`config.mk`:
```
export PLATFORM = sky130hd
export DESIGN_NAME = mm_job_scheduler
export DESIGN_NICKNAME = d
export VERILOG_FILES = /design/src/rtl/mm_job_scheduler_pkg.sv /design/src/rtl/mm_job_scheduler_job_fifo.sv /design/src/rtl/mm_job_scheduler.sv
export SDC_FILE = /design/constraint.sdc
export NUM_CORES = 1
export LEC_CHECK = 0
export BUFFER_PORTS_ARGS = -buffer_cell sky130_fd_sc_hd__buf_2
export CAP_MARGIN = 20
export CORE_ASPECT_RATIO = 0.7
export CORE_MARGIN = 2
export CORE_UTILIZATION = 35
export CTS_CLUSTER_DIAMETER = 80
export DETAILED_ROUTE_END_ITERATION = 8
export PLACE_DENSITY = 0.66
export SETUP_SLACK_MARGIN = 0.4
export SKIP_CTS_REPAIR_TIMING = 1
export SLEW_MARGIN = 20
export SYNTH_ARGS = -nofsm -noshare
export SYNTH_HDL_FRONTEND = slang
export SYNTH_HIERARCHICAL = 1
export SYNTH_SLANG_ARGS = --single-unit
export TNS_END_PERCENT = 1
```
`constraint.sdc`:
```
create_clock -name clk_i -period 4.1 [get_ports clk_i]
set_input_delay 0.82 -clock clk_i [delete_from_list [all_inputs] [get_ports clk_i]]
set_output_delay 0.82 -clock clk_i [all_outputs]
set_load 0.01 [all_outputs]
```
`src/rtl/mm_job_scheduler_pkg.sv`:
```
// Shared types and constants for the matrix-multiply job scheduler.
// FSM encodings, completion error codes and descriptor sizing.
package mm_job_scheduler_pkg;

  localparam int ADDR_WIDTH_DEF = 32;
  localparam int DIM_W          = 4;
  localparam int TAG_W          = 4;

  typedef enum logic [1:0] {
    ST_IDLE   = 2'd0,
    ST_LAUNCH = 2'd1,
    ST_RUN    = 2'd2,
    ST_REPORT = 2'd3
  } state_e;

  localparam logic [1:0] ERR_OK       = 2'b00;
  localparam logic [1:0] ERR_ZERO_DIM = 2'b01;
  localparam logic [1:0] ERR_TIMEOUT  = 2'b10;

  // Packed descriptor: {addra, addrb, addrp, k, m, n, tag}
  function automatic int desc_width(input int aw);
    return 3 * aw + 3 * DIM_W + TAG_W;
  endfunction

endpackage

```
`src/rtl/mm_job_scheduler_job_fifo.sv`:
```
// Single-clock FIFO holding packed job descriptors; head visible combinationally, count registered.
// Push is refused while full even if a pop happens in the same cycle; pointers wrap modulo DEPTH.
module job_fifo #(
  parameter int WIDTH = 8,
  parameter int DEPTH = 4
) (
  input  logic                       clk_i,
  input  logic                       rst_ni,
  input  logic                       push_i,
  input  logic [WIDTH-1:0]           din_i,
  input  logic                       pop_i,
  output logic [WIDTH-1:0]           dout_o,
  output logic                       full_o,
  output logic                       empty_o,
  output logic [$clog2(DEPTH+1)-1:0] count_o
);

  localparam int AW = $clog2(DEPTH);
  localparam int CW = $clog2(DEPTH + 1);

  logic [WIDTH-1:0] mem_q [DEPTH];
  logic [AW-1:0]    wr_ptr_q, wr_ptr_d;
  logic [AW-1:0]    rd_ptr_q, rd_ptr_d;
  logic [CW-1:0]    count_q, count_d;
  logic             push_en, pop_en;

  assign full_o  = (count_q == CW'(DEPTH));
  assign empty_o = (count_q == '0);
  assign count_o = count_q;
  assign dout_o  = mem_q[rd_ptr_q];

  assign push_en = push_i && !full_o;
  assign pop_en  = pop_i && !empty_o;

  always_comb begin
    wr_ptr_d = wr_ptr_q;
    rd_ptr_d = rd_ptr_q;
    count_d  = count_q;
    if (push_en) wr_ptr_d = wr_ptr_q + AW'(1);
    if (pop_en)  rd_ptr_d = rd_ptr_q + AW'(1);
    case ({push_en, pop_en})
      2'b10:   count_d = count_q + CW'(1);
      2'b01:   count_d = count_q - CW'(1);
      default: count_d = count_q;
    endcase
  end

  always_ff @(posedge clk_i or negedge rst_ni) begin
    if (!rst_ni) begin
      wr_ptr_q <= '0;
      rd_ptr_q <= '0;
      count_q  <= '0;
    end else begin
      wr_ptr_q <= wr_ptr_d;
      rd_ptr_q <= rd_ptr_d;
      count_q  <= count_d;
    end
  end

  // Storage is not reset: occupancy alone decides what is valid.
  always_ff @(posedge clk_i) begin
    if (push_en) mem_q[wr_ptr_q] <= din_i;
  end

endmodule

```
`src/rtl/mm_job_scheduler.sv`:
```
// Queues host job descriptors, launches them one at a time on the mm controller and reports completions.
// Start 2 cycles after push when idle, done 1 cycle after ctrl pulse; done record held until done_ready_i.
module mm_job_scheduler
  import mm_job_scheduler_pkg::*;
#(
  parameter int ADDR_WIDTH = ADDR_WIDTH_DEF,
  parameter int DEPTH      = 4,
  parameter int TO_W       = 16
) (
  input  logic                       clk_i,
  input  logic                       rst_ni,
  input  logic                       job_valid_i,
  output logic                       job_ready_o,
  input  logic [ADDR_WIDTH-1:0]      job_addra_i,
  input  logic [ADDR_WIDTH-1:0]      job_addrb_i,
  input  logic [ADDR_WIDTH-1:0]      job_addrp_i,
  input  logic [DIM_W-1:0]           job_k_i,
  input  logic [DIM_W-1:0]           job_m_i,
  input  logic [DIM_W-1:0]           job_n_i,
  input  logic [TAG_W-1:0]           job_tag_i,
  input  logic [TO_W-1:0]            timeout_cycles_i,
  output logic                       start_o,
  output logic [ADDR_WIDTH-1:0]      base_addra_o,
  output logic [ADDR_WIDTH-1:0]      base_addrb_o,
  output logic [ADDR_WIDTH-1:0]      base_addrp_o,
  output logic [DIM_W-1:0]           k_o,
  output logic [DIM_W-1:0]           m_o,
  output logic [DIM_W-1:0]           n_o,
  input  logic                       ctrl_valid_i,
  output logic                       done_valid_o,
  input  logic                       done_ready_i,
  output logic [TAG_W-1:0]           done_tag_o,
  output logic [1:0]                 done_err_o,
  output logic                       busy_o,
  output logic [$clog2(DEPTH+1)-1:0] pending_o
);

  localparam int DW = desc_width(ADDR_WIDTH);

  state_e                state_q, state_d;
  logic [TO_W-1:0]       cnt_q, cnt_d;
  logic [1:0]            err_q, err_d;
  logic [ADDR_WIDTH-1:0] addra_q, addrb_q, addrp_q;
  logic [DIM_W-1:0]      k_q, m_q, n_q;
  logic [TAG_W-1:0]      tag_q;

  logic [DW-1:0]         fifo_din, fifo_dout;
  logic                  fifo_full, fifo_empty, fifo_pop;

  logic [ADDR_WIDTH-1:0] h_addra, h_addrb, h_addrp;
  logic [DIM_W-1:0]      h_k, h_m, h_n;
  logic [TAG_W-1:0]      h_tag;
  logic                  h_zero_dim;

  assign fifo_din = {job_addra_i, job_addrb_i, job_addrp_i, job_k_i, job_m_i, job_n_i, job_tag_i};
  assign {h_addra, h_addrb, h_addrp, h_k, h_m, h_n, h_tag} = fifo_dout;
  assign h_zero_dim = (h_k == '0) || (h_m == '0) || (h_n == '0);

  job_fifo #(
    .WIDTH (DW),
    .DEPTH (DEPTH)
  ) u_job_fifo (
    .clk_i   (clk_i),
    .rst_ni  (rst_ni),
    .push_i  (job_valid_i),
    .din_i   (fifo_din),
    .pop_i   (fifo_pop),
    .dout_o  (fifo_dout),
    .full_o  (fifo_full),
    .empty_o (fifo_empty),
    .count_o (pending_o)
  );

  assign job_ready_o = !fifo_full;

  always_comb begin
    state_d  = state_q;
    cnt_d    = cnt_q;
    err_d    = err_q;
    fifo_pop = 1'b0;
    case (state_q)
      ST_IDLE: begin
        if (!fifo_empty) begin
          fifo_pop = 1'b1;
          if (h_zero_dim) begin
            state_d = ST_REPORT;
            err_d   = ERR_ZERO_DIM;
          end else begin
            state_d = ST_LAUNCH;
            err_d   = ERR_OK;
          end
        end
      end
      ST_LAUNCH: begin
        cnt_d   = '0;
        state_d = ST_RUN;
      end
      ST_RUN: begin
        cnt_d = cnt_q + TO_W'(1);
        // A completion arriving on the timeout cycle still counts as success.
        if (ctrl_valid_i) begin
          state_d = ST_REPORT;
          err_d   = ERR_OK;
        end else if ((timeout_cycles_i != '0) && (cnt_q == timeout_cycles_i - TO_W'(1))) begin
          state_d = ST_REPORT;
          err_d   = ERR_TIMEOUT;
        end
      end
      ST_REPORT: begin
        if (done_ready_i) state_d = ST_IDLE;
      end
      default: state_d = ST_IDLE;
    endcase
  end

  always_ff @(posedge clk_i or negedge rst_ni) begin
    if (!rst_ni) begin
      state_q <= ST_IDLE;
      cnt_q   <= '0;
      err_q   <= ERR_OK;
    end else begin
      state_q <= state_d;
      cnt_q   <= cnt_d;
      err_q   <= err_d;
    end
  end

  // Active job registers change only when a descriptor leaves the FIFO.
  always_ff @(posedge clk_i or negedge rst_ni) begin
    if (!rst_ni) begin
      addra_q <= '0;
      addrb_q <= '0;
      addrp_q <= '0;
      k_q     <= '0;
      m_q     <= '0;
      n_q     <= '0;
      tag_q   <= '0;
    end else if (fifo_pop) begin
      addra_q <= h_addra;
      addrb_q <= h_addrb;
      addrp_q <= h_addrp;
      k_q     <= h_k;
      m_q     <= h_m;
      n_q     <= h_n;
      tag_q   <= h_tag;
    end
  end

  assign start_o      = (state_q == ST_LAUNCH);
  assign done_valid_o = (state_q == ST_REPORT);
  assign busy_o       = (state_q != ST_IDLE);
  assign done_tag_o   = tag_q;
  assign done_err_o   = err_q;
  assign base_addra_o = addra_q;
  assign base_addrb_o = addrb_q;
  assign base_addrp_o = addrp_q;
  assign k_o          = k_q;
  assign m_o          = m_q;
  assign n_o          = n_q;

endmodule

```
==> run summary, run 1 <==
GRT Residual Overflow: 0
Tot GR Track Use: 14.12%
GP Congestion: 0.8003
Max-slew headroom: 34.96%
FFs w/ async S/R, synth: 23.68%
Cell Pwr Density: 737.5 nW/um^2
Fraction of the cycle the final worst path needs: 78.26%
Netlist cell types: 51
Final instance area: 26650 sq um
Antenna violations before repair: 9
Placed cell count: 2123
Via count: 10980
Fmax: 0.3117 GHz
Synthesized flop and latch total: 587
Effective utilization at floorplan: 35.45%
Delay of the slowest critical-path stage: 0.52 ns
CP required: 4.56 ns
Worst-path fanout max: 7
Synth Instances: 1065
Mean routed wirelength per cell: 20.59 um
Post-Syn Area: 22440 sq um
Die area: 66190 sq um
Fin Hold WS: 0.1749 ns
Minimum clock period: 3.208 ns
Post-detail-place hpwl: 27.21 mm
Share of post-route cells with drive strength above 1: 42.71%
Detailed Route WL: 46.01 mm
R2R Setup Slk: 1.25 ns
# IOs: 254
Syn avg cell area: 21.07 sq um
Yosys warning count: 6
H-tree depth: 2
Nature of the critical path endpoint: flop
# clock sinks: 587
Buffers on Ports: 253
Root Driver: clkbuf_16
Crit path DAT: 3.67 ns
Core area: 63300 sq um
Final core utilization: 42.10%
Worst slew pin tran: 0.9756 ns
Starting DRT DRC Count: 743
EDFF count, synth: 448
Final setup violation count: 0
Max-Cap Viols: 0
Pin count of the biggest net entering global routing: 114
DRT antenna net count: 0
Die height: 215.8 um
Worst-Skew Late Latency: 0.64 ns
Critical Path Source Type: primary input
Clock skew: 0.04530 ns
Pleak: 9.437 nW
Final Hold Vio Count: 0
DRC Markers: 0
Die span in x: 306.6 um
Peak VDD IR: 0.3688 mV
Count of non-filler cells in the finished layout: 2234
CTS Buf Count: 56
Prevailing post-synth register cell: edfxtp_1
DP Area: 24800 sq um
Final #Nets: 1497
FP Rows: 77
Outcome: finished, final reports clean
Clk slew on worst S/H paths: 0.06 ns
CP Cell Sequence: buf_2, inv_1, ha_1, or3b_1, o21a_1, a2111oi_4, o2111ai_2, a2111oi_4, a21oi_2, o21a_1, or4_1
First-pass GRT wire length: 70.88 mm
Number of global-route vias before repair: 11760
Final Max Slew Viols: 0
Clock buffer depth: 3
Synth Net Count: 1210
DR pass1 iterations: 5
RSZ-0062 raised after global routing: no
Hold Path Class: in2async
CTS tree: yes
Worst path slowest cell: or4_1
Via density: 4.917
Critical path class: in2reg
Setup TNS Final: 0 ns
Sequential area share after synthesis: 75.45%
Area Growth Syn to Fin: 18.75%
[layer usage]
layer,vias to the layer above,global-route usage (%),wire [um]
met1,5797,18.53,20130
met4,6,3.889,950
li1,4858,-,-
met3,83,4.026,2871
met2,240,23.04,22010
met5,-,0,37
[registers in the layout, indices dropped and copies added, names as in the netlist, 3 cells and up]
| register | count |
|---|---|
| base_addra_o | 32 |
| base_addrb_o | 32 |
| base_addrp_o | 32 |
| cnt_q | 16 |
| done_tag_o | 4 |
| k_o | 4 |
| m_o | 4 |
| n_o | 4 |
| u_job_fifo/count_o | 3 |
| u_job_fifo/mem_q | 448 |
[critical path: cells and delay by family]
family | cells | cell delay, ns
AND/OR/NAND/NOR | 2 | 1.03
AO/OA/AOI/OAI | 6 | 1.45
buffers and inverters | 2 | 0.19
adder cells (fa/ha/maj) | 1 | 0.17
[Yosys cell counts, types with 3 or more instances]
| cell type | n | share of area, % |
|---|---|---|
| or4_1 | 3 | 0.10 |
| xnor2_1 | 20 | 0.78 |
| xor2_1 | 17 | 0.66 |
| and2_1 | 4 | 0.11 |
| buf_2 | 14 | 0.31 |
| nand3_1 | 11 | 0.25 |
| dfrtp_1 | 139 | 16 |
| inv_1 | 18 | 0.30 |
| nand4_1 | 4 | 0.11 |
| clkbuf_1 | 21 | 0.35 |
| nor4_1 | 6 | 0.17 |
| nor2b_1 | 3 | 0.084 |
| a2111oi_4 | 3 | 0.37 |
| mux2_2 | 113 | 5.7 |
| a21oi_1 | 6 | 0.13 |
| nor3b_1 | 4 | 0.13 |
| nor2_1 | 26 | 0.43 |
| ha_1 | 11 | 0.61 |
| o21ai_0 | 9 | 0.20 |
| mux4_2 | 112 | 11 |
| edfxtp_1 | 448 | 60 |
| and3_1 | 6 | 0.17 |
| nor3_1 | 9 | 0.20 |
| buf_6 | 9 | 0.45 |
| nand2_1 | 14 | 0.23 |
[final timing paths]
path / cells past startpoint / from / end
setup / recovery: 11 / timeout_cycles_i[0] / state_q[1]
hold / removal: 1 / rst_ni / base_addrb_o[19]
setup reg to reg: 6 / u_job_fifo/rd_ptr_q[0] / state_q[1]
hold reg to reg: 1 / base_addrp_o[15] / base_addrp_o[15]
max in group asynchronous: 2 / rst_ni / cnt_q[11]
min in group clk_i: 1 / job_addrb_i[10] / u_job_fifo/mem_q[2][58]
[where the power goes]
| group | internal, mW | total, mW | switching, mW |
|---|---|---|---|
| combinational | 2.86 | 5.79 | 2.93 |
| clock | 2.90 | 5.14 | 2.24 |
| sequential | 8.07 | 8.72 | 0.650 |
[cell families (layout without fill, tap and decap cells)]
kind of cell	Yosys count	in the layout	synth area share, %
flip-flops	587	587	75.45
multiplexers	227	227	17.00
AND/OR/NAND/NOR	102	102	2.453
buffers and inverters	63	398	1.450
XOR/XNOR	38	38	1.550
AO/OA/AOI/OAI	36	36	1.388
adder cells (fa/ha/maj)	12	12	0.7026
other	0	5	0
[placed cells by master, fill, tap and decap left out, types with 10 or more instances in the layout]
cell type  netlist  routed
buf_4            1      11
dfrtp_1        139     137
nand2_1         14      14
mux4_2         112     112
nor2_1          26      25
clkbuf_16        0      56
xor2_1          17      17
ha_1            11      11
edfxtp_1       448     448
clkbuf_1        21      22
buf_12           0      10
nand3_1         11      11
mux2_2         113     113
inv_1           18      18
buf_2           14     252
xnor2_1         20      20
[through the flow]
stage	worst slack [ns]	power, mW
after floorplan	-0.1561	12.78
after detailed placement	0.2959	14.84
after global routing	0.8182	20.74
after CTS	0.9559	20.05
final	0.8915	19.65
after global placement	0.3338	14.66
[layout make-up]
cell class	count	area [sq um]
antenna	5	12.51
clock buffer	83	1553
clock inverter	23	282.8
fill	5553	36650
inverter	18	67.56
multi-input combinational	415	5200
sequential	587	16940
tap	829	1037
timing repair buffer	274	1555
Note: power is estimated with default switching activity, not from simulation.
==> inputs of run 2 (changes only) <==
PLACE_DENSITY = 0.64   (was 0.66)
clock period = 3.2 ns   (was 4.1 ns; I/O delays follow)
==> run summary, run 2 (synthesized netlist as in run 1, its figures left out) <==
Core area: 63300 sq um (unchanged)
Effective utilization at floorplan: 35.45% (unchanged)
Worst-case reg-to-reg path depth: 8 (was 6)
Clock buffer depth: 3 (unchanged)
Share of total power in combinational logic: 29.1% (was 29.4%)
Most frequent cells in the layout: 448 x edfxtp_1, 252 x buf_2, 137 x dfrtp_1 (unchanged)
R2r endpoint: state_q[1] (unchanged)
Critical Path Source Type: primary input (unchanged)
Switching share of power: 29.31% (was 29.59%)
Clock network power share: 28.0% (was 26.2%)
Worst slew pin tran: 1.023 ns (was 0.9756 ns)
Most common cell after layout, fill and taps aside: edfxtp_1 (unchanged)
Nature of the critical path endpoint: flop (unchanged)
NetSw: 7.600 mW (was 5.815 mW)
R2r startpoint: cnt_q[9] (was u_job_fifo/rd_ptr_q[0])
Setup TNS Final: 0 ns (unchanged)
Crit path buf inv count: 4 (was 2)
Met3 Usage GRT: 3.476% (was 4.026%)
# IOs: 254 (unchanged)
FP Rows: 77 (unchanged)
Fmax: 0.3762 GHz
Outcome: finished, final reports clean (unchanged)
DRC Markers: 0 (unchanged)
Top reg by flops: u_job_fifo/mem_q (unchanged)
Cell Pwr Density: 958.3 nW/um^2 (was 737.5 nW/um^2)
DP Area: 24950 sq um (was 24800 sq um)
CTS Buf Count: 58 (was 56)
Pint: 18.33 mW (was 13.84 mW)
Hold Path Class: in2async (unchanged)
Mean routed wirelength per cell: 20.88 um (was 20.59 um)
Tot GR Track Use: 14.22% (was 14.12%)
DR pass1 iterations: 5 (unchanged)
Most Frequent Cell on Critical Path: buf_4
RSZ-0062 raised after global routing: no (unchanged)
GRT Residual Overflow: 0 (unchanged)
R2R Setup Slk: 0.57 ns (was 1.25 ns)
Delay of the slowest critical-path stage: 0.47 ns (was 0.52 ns)
Max-Cap Viols: 0 (unchanged)
Detailed Route WL: 46.93 mm (was 46.01 mm)
Final Max Slew Viols: 0 (unchanged)
Share of post-route cells with drive strength above 1: 44.66% (was 42.71%)
Pin count of the biggest net entering global routing: 114 (unchanged)
Area Growth Syn to Fin: 20.59% (was 18.75%)
Critical path class: in2reg (unchanged)
GR Layer Usage met2: 23.48% (was 23.04%)
Minimum clock period: 2.658 ns
# clock sinks: 587 (unchanged)
Final instance area: 27060 sq um (was 26650 sq um)
Die height: 215.8 um (unchanged)
Fraction of the cycle the final worst path needs: 83.06%
Max reg flops: 448 (unchanged)
Crit path DAT: 3.13 ns (was 3.67 ns)
GR Util met1: 19.02% (was 18.53%)
Pleak: 9.661 nW (was 9.437 nW)
Number of global-route vias before repair: 11850 (was 11760)
First-pass GRT wire length: 71.77 mm (was 70.88 mm)
Root Driver: clkbuf_16 (unchanged)
Worst-path fanout max: 4 (was 7)
Die area: 66190 sq um (unchanged)
Die span in x: 306.6 um (unchanged)
Sequential Power Share: 42.9% (was 44.4%)
H-tree depth: 2 (unchanged)
Via count: 11030 (was 10980)
GRT busiest layer: met2 (unchanged)
Clock skew: 0.02072 ns (was 0.04530 ns)
Via density: 4.906 (was 4.917)
DRT antenna net count: 0 (unchanged)
Buffers on Ports: 253 (unchanged)
Clk slew on worst S/H paths: 0.07 ns (was 0.06 ns)
Final core utilization: 42.75% (was 42.10%)
Final #Nets: 1510 (was 1497)
CP Cell Sequence: buf_2, inv_12, ha_4, nor3b_2, nand4b_1, and3_1, o41ai_1, buf_4, a31oi_2, a21oi_2, buf_4, nor4b_1, or4_1 (was buf_2, inv_1, ha_1, or3b_1, o21a_1, a2111oi_4, o2111ai_2, a2111oi_4, a21oi_2, o21a_1, or4_1)
Antenna violations before repair: 8 (was 9)
Final setup violation count: 0 (unchanged)
Worst-Skew Late Latency: 0.61 ns (was 0.64 ns)
Peak VDD IR: 0.7953 mV (was 0.3688 mV)
CP required: 3.67 ns (was 4.56 ns)
Starting DRT DRC Count: 677 (was 743)
Worst path top cell family by delay: simple AND/OR/NAND/NOR gates (was compound AO/OA/AOI/OAI gates)
GP Congestion: 0.8188 (was 0.8003)
Post-detail-place hpwl: 27.08 mm (was 27.21 mm)
Final Hold Vio Count: 0 (unchanged)
Worst path slowest cell: or4_1 (unchanged)
CTS tree: yes (unchanged)
Max-slew headroom: 31.65% (was 34.96%)
-- run 2: cell type report --
cell class	instances	area [sq um]
Sequential cell	587	16940
Fill cell	5518	36240
Inverter	18	85.08
Tap cell	829	1037
Timing Repair Buffer	285	1663
Clock buffer	70	1578
Multi-Input combinational cell	415	5229
Antenna cell	4	10.01
Clock inverter	40	519.2
-- run 2: stage by stage --
| stage | power, mW | instances | hold slack (ns) | setup slack, ns |
|---|---|---|---|---|
| detailed placement | 19.09 | 2134 | 0.4899 | -0.1328 |
| global placement | 18.89 | 2134 | 0.4845 | -0.1672 |
| global route | 27.35 | 2244 | 0.1540 | 0.4217 |
| CTS | 26.47 | 2244 | 0.1113 | 0.5147 |
| finish | 25.93 | 2248 | 0.1255 | 0.5421 |
| floorplan | 16.32 | 1065 | 0.3444 | 0.2406 |
-- run 2: metal layers --
layer | wire, um | part of all wire, % | vias up
met2 | 22880 | 49 | 239
met1 | 20640 | 44 | 5834
li1 | - | - | 4881
met3 | 2598 | 5.5 | 67
met4 | 765 | 1.6 | 8
met5 | 55 | 0.12 | -
-- run 2: worst max-delay path by stage --
stage,endpoint,start,cells past startpoint,slack [ns]
after floorplan,state_q[1],timeout_cycles_i[1],11,0.24
after global placement,state_q[1],timeout_cycles_i[1],13,-0.17
after detailed placement,state_q[1],timeout_cycles_i[1],11,-0.13
after CTS,state_q[1],timeout_cycles_i[1],11,0.51
after global routing,u_job_fifo/count_o[2],state_q[1],11,0.42
final,state_q[1],timeout_cycles_i[1],13,0.54
-- run 2: power groups by stage --
stage                     logic [mW]  registers (mW)  clock network [mW]
after CTS                       7.81            11.2                7.49
after global placement          7.69            11.2                   0
after detailed placement        7.78            11.3                   0
after global routing            8.24            11.3                7.78
final                           7.55            11.1                7.26
after floorplan                 4.89            11.4                   0
-- run 2: worst register-to-register path: stages, from the launching register on --
cell and delay [ns]:
dfrtp_1 0.42, xnor2_1 0.34, nand2_1 0.16, a2111oi_4 0.39
o2111ai_2 0.22, a2111oi_4 0.27, a21oi_2 0.13, o21a_1 0.18
or4_1 0.39
